**src/rtl/t06_tone_sequencer.sv**
```systemverilog
// t06_tone_sequencer: looping tone/rest step sequencer with prioritised event phrases
module t06_tone_sequencer #(
    parameter int STEPS    = 32,
    parameter int EV_N     = 2,
    parameter int EV_STEPS = 2,
    parameter int PRESCALE = 50000,
    parameter int LEN_W    = 19,
    parameter int TONE_LEN = 25,
    parameter int REST_LEN = 30,
    parameter int EV_LEN   = 31,
    localparam int SW = (STEPS > 1) ? $clog2(STEPS) : 1,
    localparam int EW = (EV_N > 1) ? $clog2(EV_N) : 1,
    localparam int PW = (PRESCALE > 1) ? $clog2(PRESCALE) : 1
) (
    input  logic            clk,
    input  logic            rst,
    input  logic            enable,
    input  logic [EV_N-1:0] event_i,
    output logic [SW-1:0]   step_o,
    output logic            mode_o,
    output logic [EW-1:0]   event_id_o,
    output logic            tone_o,
    output logic            tick_o
);
    typedef enum logic {LOOP, PHRASE} state_t;
    state_t           state_q;
    logic [SW-1:0]    step_q;
    logic [EW-1:0]    ev_q;
    logic [PW-1:0]    pre_q, pre_d;
    logic [LEN_W-1:0] dur_q, dur_d;
    logic [LEN_W-1:0] len;
    logic [EW-1:0]    k;
    logic             tick, step_end, accept;

    assign tick     = enable && (pre_q == PW'(PRESCALE - 1));
    assign len      = (state_q == PHRASE) ? LEN_W'(EV_LEN) : step_q[0] ? LEN_W'(REST_LEN) : LEN_W'(TONE_LEN);
    assign step_end = tick && (dur_q == len - 1'b1);

    // lowest set request bit wins
    always_comb begin
        k = '0;
        for (int i = EV_N - 1; i >= 0; i--)
            if (event_i[i]) k = EW'(i);
    end

    assign accept = enable && (|event_i) && (state_q == LOOP || k <= ev_q);

    // prescaler and duration counter next state; an accepted event restarts both
    always_comb begin
        pre_d = !enable ? pre_q : (accept || tick) ? '0 : pre_q + 1'b1;
        dur_d = !enable ? dur_q : (accept || step_end) ? '0 : tick ? dur_q + 1'b1 : dur_q;
    end

    // counter registers
    always_ff @(posedge clk) begin
        if (rst) begin
            pre_q <= '0;
            dur_q <= '0;
        end else begin
            pre_q <= pre_d;
            dur_q <= dur_d;
        end
    end

    // loop/phrase state machine; an event accept overrides a coincident step end
    always_ff @(posedge clk) begin
        if (rst) begin
            state_q <= LOOP;
            step_q  <= '0;
            ev_q    <= '0;
        end else if (accept) begin
            state_q <= PHRASE;
            step_q  <= '0;
            ev_q    <= k;
        end else if (step_end) begin
            if (state_q == PHRASE && step_q == SW'(EV_STEPS - 1)) begin
                state_q <= LOOP;
                step_q  <= '0;
            end else if (state_q == LOOP && step_q == SW'(STEPS - 1)) begin
                step_q  <= '0;
            end else begin
                step_q  <= step_q + 1'b1;
            end
        end
    end

    assign step_o     = step_q;
    assign mode_o     = (state_q == PHRASE);
    assign event_id_o = ev_q;
    assign tone_o     = enable && !step_q[0];
    assign tick_o     = tick;
endmodule

```
**config.mk**
```make
export PLATFORM = sky130hd
export DESIGN_NAME = t06_tone_sequencer
export DESIGN_NICKNAME = d
export VERILOG_FILES = /design/src/rtl/t06_tone_sequencer.sv
export SDC_FILE = /design/constraint.sdc
export NUM_CORES = 1
export LEC_CHECK = 0
export ABC_AREA = 1
export CAP_MARGIN = 20
export CORE_MARGIN = 5
export CORE_UTILIZATION = 40
export DETAILED_ROUTE_END_ITERATION = 12
export PLACE_DENSITY = 0.54
export SYNTH_ARGS = -nofsm -noshare
export SYNTH_HDL_FRONTEND = slang
export SYNTH_SLANG_ARGS = --single-unit
```
**constraint.sdc**
```tcl
create_clock -name clk -period 3.9 [get_ports clk]
set_input_delay 0.78 -clock clk [delete_from_list [all_inputs] [get_ports clk]]
set_output_delay 0.78 -clock clk [all_outputs]
set_load 0.05 [all_outputs]
```
==> results of run 1 <==
report_power, final:
group          switching, mW  total, mW  internal, mW
Combinational         0.0473     0.0673        0.0201
Clock                  0.149      0.328         0.179
Sequential           0.00383      0.435         0.431
metal layers:
| metal | part of all wire, % | global-route usage [%] | vias up |
|---|---|---|---|
| li1 | - | - | 1280 |
| met5 | 0 | 0 | - |
| met4 | 0.57 | 4.034 | 0 |
| met2 | 48 | 23.98 | 16 |
| met3 | 2.6 | 3.140 | 4 |
| met1 | 49 | 18.16 | 1076 |
cell usage in the layout (no fill, tap or decap):
cell type                         instances
sky130_fd_sc_hd__o211ai_1                 1
sky130_fd_sc_hd__nor2_1                  63
sky130_fd_sc_hd__nor2_2                  18
sky130_fd_sc_hd__o21ai_1                  4
sky130_fd_sc_hd__o21ai_0                  7
sky130_fd_sc_hd__inv_4                    1
sky130_fd_sc_hd__nand2_1                 95
sky130_fd_sc_hd__nand2_4                  3
sky130_fd_sc_hd__nand3_4                  1
sky130_fd_sc_hd__nand2_2                  3
sky130_fd_sc_hd__nor3_1                  12
sky130_fd_sc_hd__buf_4                    2
sky130_fd_sc_hd__nand3_2                  3
sky130_fd_sc_hd__dfxtp_1                 42
sky130_fd_sc_hd__ha_1                     6
sky130_fd_sc_hd__clkdlybuf4s50_1         12
sky130_fd_sc_hd__a21oi_1                 12
sky130_fd_sc_hd__nor3b_1                  3
sky130_fd_sc_hd__nor2_8                   1
sky130_fd_sc_hd__nand4_1                 11
sky130_fd_sc_hd__nand3b_1                 2
sky130_fd_sc_hd__nor2_4                   3
sky130_fd_sc_hd__inv_2                    9
sky130_fd_sc_hd__clkbuf_8                 8
sky130_fd_sc_hd__nor3_2                   3
sky130_fd_sc_hd__nand3_1                 30
sky130_fd_sc_hd__inv_1                   47
sky130_fd_sc_hd__xor2_1                   5
sky130_fd_sc_hd__a21o_1                   2
sky130_fd_sc_hd__xnor2_1                  2
sky130_fd_sc_hd__o21bai_4                 1
sky130_fd_sc_hd__clkinv_1                 3
Yosys cell counts:
cell	n	share of area, %
sky130_fd_sc_hd__a21o_1	2	0.57
sky130_fd_sc_hd__a21oi_1	12	2.3
sky130_fd_sc_hd__buf_12	1	0.76
sky130_fd_sc_hd__buf_4	2	0.57
sky130_fd_sc_hd__buf_6	2	0.86
sky130_fd_sc_hd__clkinv_1	3	0.43
sky130_fd_sc_hd__dfxtp_1	42	32
sky130_fd_sc_hd__ha_1	6	2.9
sky130_fd_sc_hd__inv_1	47	6.7
sky130_fd_sc_hd__inv_2	9	1.3
sky130_fd_sc_hd__inv_4	1	0.24
sky130_fd_sc_hd__nand2_1	95	14
sky130_fd_sc_hd__nand2_2	3	0.72
sky130_fd_sc_hd__nand2_4	3	1.3
sky130_fd_sc_hd__nand3_1	30	5.7
sky130_fd_sc_hd__nand3_2	3	1.1
sky130_fd_sc_hd__nand3_4	1	0.67
sky130_fd_sc_hd__nand3b_1	2	0.57
sky130_fd_sc_hd__nand4_1	11	2.6
sky130_fd_sc_hd__nor2_1	63	9.0
sky130_fd_sc_hd__nor2_2	18	4.3
sky130_fd_sc_hd__nor2_4	3	1.3
sky130_fd_sc_hd__nor2_8	1	0.76
sky130_fd_sc_hd__nor3_1	12	2.3
sky130_fd_sc_hd__nor3_2	3	1.1
sky130_fd_sc_hd__nor3b_1	3	0.86
sky130_fd_sc_hd__o211ai_1	1	0.29
sky130_fd_sc_hd__o21ai_0	7	1.3
sky130_fd_sc_hd__o21ai_1	4	0.76
sky130_fd_sc_hd__o21bai_4	1	0.72
sky130_fd_sc_hd__xnor2_1	2	0.67
sky130_fd_sc_hd__xor2_1	5	1.7
area by class of cell:
cell class | count | share of cell area [%]
clock buffer | 8 | 3.785
inverter | 60 | 7.828
multi-input combinational | 291 | 51.53
sequential | 42 | 28.90
tap | 77 | 3.312
timing repair buffer | 14 | 4.645
worst max-delay path, stage by stage:
cell and delay [ns]:
sky130_fd_sc_hd__clkdlybuf4s50_1 0.45, sky130_fd_sc_hd__buf_4 0.15, sky130_fd_sc_hd__inv_1 0.08, sky130_fd_sc_hd__nor2_1 0.08, sky130_fd_sc_hd__clkdlybuf4s50_1 0.82
sequential cells by signal (all words and copies together), names as in the netlist:
signal,cells
dur_q,19
event_id_o,1
mode_o,1
pre_q,16
step_o,5
per-stage QoR:
step,setup slack (ns),instance area (um2),instances
2_1_floorplan,1.493,2625,398
3_3_place_gp,0.7535,2799,484
3_5_place_dp,0.7452,2799,484
4_1_cts,0.7454,2909,492
5_1_grt,0.6848,2909,492
6_report,0.7554,2909,492
final timing paths:
path | startpoint | endpoint | slack, ns | cells after the start
min reg2reg | step_o[1] | step_o[1] | 0.51 | 2
max reg2reg | mode_o | dur_q[1] | 1.73 | 13
max | enable | tone_o | 0.76 | 5
min | step_o[1] | step_o[1] | 0.51 | 2
cell families after synthesis:
logic type | count (synthesis)
AO/OA/AOI/OAI | 27
adder cells (fa/ha/maj) | 6
buffers and inverters | 65
XOR/XNOR | 7
AND/OR/NAND/NOR | 251
flip-flops | 42
==> out/metrics.yaml, run 1 <==
outcome:
  status: "complete, no violations"
clock_network:
  max_root_sink_buffers: 2
  clkLatencyLatePin_ns: 0.29
  post_cts_hold_buffer_count: 0
  cts_setup_buffers: 0
  maximum_level_of_the_cts_h_tree: 2
  cts-buffers-inserted: 5
  cts.sink_count: 42
  cts_resized: 0
  worst_setup_hold_path_clk_slew_ns: 0.08
  cts_tree: "built"
  clk_root_buffer_cell: "sky130_fd_sc_hd__clkbuf_8"
yosys:
  synth-compound-area-share_pct: 5.958
  synthesis.area_per_instance_um2: 6.596
  synth_seq_area_share_pct: 32.03
  ys_ff_latch: 42
  largest_family_of_logic_cells_by_synthesized_area: "simple AND/OR/NAND/NOR gates"
  ys.warnings.count: 0
  synth-adder-area-share_pct: 2.860
  synth_cell_area_um2: 2625
  muxShareOfSynthArea_pct: 0
  synth_xor_xnor_area_share_pct: 2.336
  mappedNetlistNets: 409
  synth.lib_cells_used.distinct: 32
  postSynthCellCount: 398
  post_synth_and_or_nand_nor_area_fraction_pct: 45.95
die:
  fp-row-count: 29
  core_area_um2: 6350
  initial_core_util_pct: 41.34
  floorplan.die_area_um2: 8283
  number_of_top_level_pins: 14
  die_y_um: 91.01
  die_width_um: 91.01
power:
  design_power_total_uw: 830.8
  power.static_leakage_nw: 1.195
  power.ir.vdd_worst_mv: 0.1672
  pwr_density_cell_nw_per_um2: 285.6
place:
  port_buf_inserts: 13
  gp_congestion: 0.7959
  place.detailed.hpwl_mm: 4.350
global_route:
  grt_overflow: 0
  grt_pass1_vias: 2226
  grt_antenna_before_repair: 0
  grt_pass1_wl_mm: 9.984
  grt_use_total_pct: 14.20
  maximum_number_of_pins_on_one_net_before_global_route_repair: 27
timing:
  layout_worst_path_cycle_share_pct: 80.63
  max-slew-margin-rel_pct: 66.03
  timing_worst_slew_pin_value_ns: 0.5080
  worst_clock_skew_ns: 0.004378
  tns_ns: 0
  finalHoldViolations: 0
  hold_slack_ns: 0.5061
  post-route-min-period_ns: 3.145
  rsz0062_at_grt: "no"
  finalMaxSlewViolations: 0
  setup_viol: 0
  fmaxAchievable_mhz: 318.0
detailed_routing:
  ant_nets: 0
  viasPerCell: 4.829
  finalWirelength_mm: 5.588
  drtIter0Drc: 62
  via_count: 2376
  remaining_drc_errors: 0
  detailed_router_iteration_count_before_antenna_repair: 5
  routedWlPerCell_um: 11.36
critical_path:
  worst_setup_path_start_kind: "input pin"
  critPathArrivalTime_ns: 2.36
  cp_max_fo: 9
  endpoint_kind: "output pin"
  cp_data_required_time_ns: 3.12
  critPathKind: "in2out"
cells_and_area:
  seqCellArea_um2: 840.8
  final_util_pct: 45.81
  num-fill-cells: 691
  multi_input_area_um2: 1499
  layout-drive-gt1-share_pct: 13.49
  antenna_diode_count: 0
  area_delta_synth_final_pct: 10.82
  finish.net_count: 425
flow_run:
  cap_violations: 0
worst_hold_path:
  worst_hold_path_type: "reg2reg"
(Power assumes the default switching activity.)
==> run 2, diff against run 1 <==
==> constraint.sdc (replaced) <==
create_clock -name clk -period 3.05 [get_ports clk]
set_input_delay 0.61 -clock clk [delete_from_list [all_inputs] [get_ports clk]]
set_output_delay 0.61 -clock clk [all_outputs]
set_load 0.05 [all_outputs]
==> out/metrics.yaml, run 2 (synthesis results as in run 1) <==
timing:
  finalMaxSlewViolations: 0
  timing_worst_slew_pin_value_ns: 0.5000
  worst_clock_skew_ns: 0.006842
  fmaxAchievable_mhz: 414.3
  max-slew-margin-rel_pct: 66.56
  finalHoldViolations: 0
  layout_setup_ws_ns: 0.6364
  post-route-min-period_ns: 2.414
  rsz0062_at_grt: "no"
  setup_viol: 0
  layout_worst_path_cycle_share_pct: 79.13
  hold_slack_ns: 0.5059
  tns_ns: 0
cells_and_area:
  num-fill-cells: 665
  layout-drive-gt1-share_pct: 13.73
  final-instance-count-excl-fill: 492
  finish.net_count: 425
  layout.cells.most_common: "sky130_fd_sc_hd__nand2_1"
  most-common-layout-cells: "95 x sky130_fd_sc_hd__nand2_1, 63 x sky130_fd_sc_hd__nor2_1, 47 x sky130_fd_sc_hd__inv_1, 42 x sky130_fd_sc_hd__dfxtp_1, 30 x sky130_fd_sc_hd__nand3_1"
  registers.top_by_ff_count: "dur_q"
  seqCellArea_um2: 840.8
  area_delta_synth_final_pct: 11.63
  multi_input_area_um2: 1499
  largest_register_ffs: 19
  antenna_diode_count: 0
  final_util_pct: 46.15
outcome:
  status: "complete, no violations"
clock_network:
  clk_root_buffer_cell: "sky130_fd_sc_hd__clkbuf_8"
  cts-buffers-inserted: 5
  maximum_level_of_the_cts_h_tree: 2
  post_cts_hold_buffer_count: 0
  cts.sink_count: 42
  max_root_sink_buffers: 2
  cts_setup_buffers: 0
  clkLatencyLatePin_ns: 0.30
  cts_resized: 0
  cts_tree: "built"
  worst_setup_hold_path_clk_slew_ns: 0.09
place:
  place.detailed.hpwl_mm: 4.345
  gp_congestion: 0.7919
  port_buf_inserts: 13
  placement.setup.worst_slack_ns: 0.6203
  placed_cell_count: 484
global_route:
  grt_pass1_wl_mm: 9.998
  grt_pass1_vias: 2290
  grt_use_total_pct: 14.37
  grt_overflow: 0
  maximum_number_of_pins_on_one_net_before_global_route_repair: 27
  grt_antenna_before_repair: 0
critical_path:
  endpoint_kind: "output pin"
  critPathKind: "in2out"
  worst_setup_path_start_kind: "input pin"
  reg2reg_setup_slack_ns: 0.89
  critPathArrivalTime_ns: 1.80
  cp_data_required_time_ns: 2.44
  cp_max_fo: 10
die:
  floorplan.die_area_um2: 8283
  die_width_um: 91.01
  core_area_um2: 6350
  die_y_um: 91.01
  fp-row-count: 29
  initial_core_util_pct: 41.34
  number_of_top_level_pins: 14
detailed_routing:
  remaining_drc_errors: 0
  via_count: 2379
  drtIter0Drc: 78
  routedWlPerCell_um: 11.39
  viasPerCell: 4.835
  top_layer_used: "met4"
  finalWirelength_mm: 5.606
  route.layer.met1.wl_mm: 2.759
  detailroute.wirelength.met2_mm: 2.647
  detailed_router_iteration_count_before_antenna_repair: 6
  ant_nets: 0
  wl_met3_um: 126
power:
  pwr_density_cell_nw_per_um2: 372.3
  power.static_leakage_nw: 1.204
  power.ir.vdd_worst_mv: 0.1909
worst_hold_path:
  worst_hold_path_type: "reg2reg"
flow_run:
  cap_violations: 0
[run 2: cell types whose count changed in the layout (fill, tap and decap cells not counted), sizes merged]
cell | before | now
clkbuf | 8 | 5
clkinv | 3 | 5
buf | 2 | 3
bufinv | 0 | 1
clkdlybuf4s50 | 12 | 11
[run 2: cell type report]
| class | count | area share, % |
|---|---|---|
| Multi-Input combinational cell | 291 | 51.15 |
| Sequential cell | 42 | 28.69 |
| Inverter | 60 | 7.771 |
| Timing Repair Buffer | 14 | 5.380 |
| Tap cell | 77 | 3.288 |
| Clock buffer | 5 | 2.348 |
| Clock inverter | 3 | 1.366 |
[run 2: critical path, cell delays in order]
cell and delay, ns:
sky130_fd_sc_hd__clkdlybuf4s50_1 0.50, sky130_fd_sc_hd__nand3_2 0.08, sky130_fd_sc_hd__inv_2 0.10, sky130_fd_sc_hd__nand3_2 0.13, sky130_fd_sc_hd__nor2_8 0.21, sky130_fd_sc_hd__buf_12 0.17
[run 2: where the power goes]
group / switching (mW) / total, mW / internal, mW
registers: 0.00476 / 0.557 / 0.552
clock network: 0.205 / 0.447 / 0.241
logic: 0.0605 / 0.0877 / 0.0271
total: 0.271 / 1.09 / 0.820
[run 2: metrics by stage]
step	power (mW)	area, um2
floorplan	0.6405	2625
global placement	0.6591	2821
detailed placement	0.6592	2821
CTS	1.109	2930
global route	1.138	2930
finish	1.091	2930
[run 2: final timing paths]
path,endpoint,cells after the start,from
worst max register to register,dur_q[1],13,mode_o
worst max-delay path,tick_o,6,enable
worst min register to register,pre_q[0],2,pre_q[0]
worst min-delay path,pre_q[0],2,pre_q[0]
[run 2: layer usage]
| layer | global-route usage, % | vias to the layer above |
|---|---|---|
| met5 | 0 | - |
| met4 | 4.156 | 0 |
| met3 | 3.471 | 7 |
| met2 | 24.76 | 25 |
| met1 | 17.76 | 1068 |
| li1 | - | 1279 |
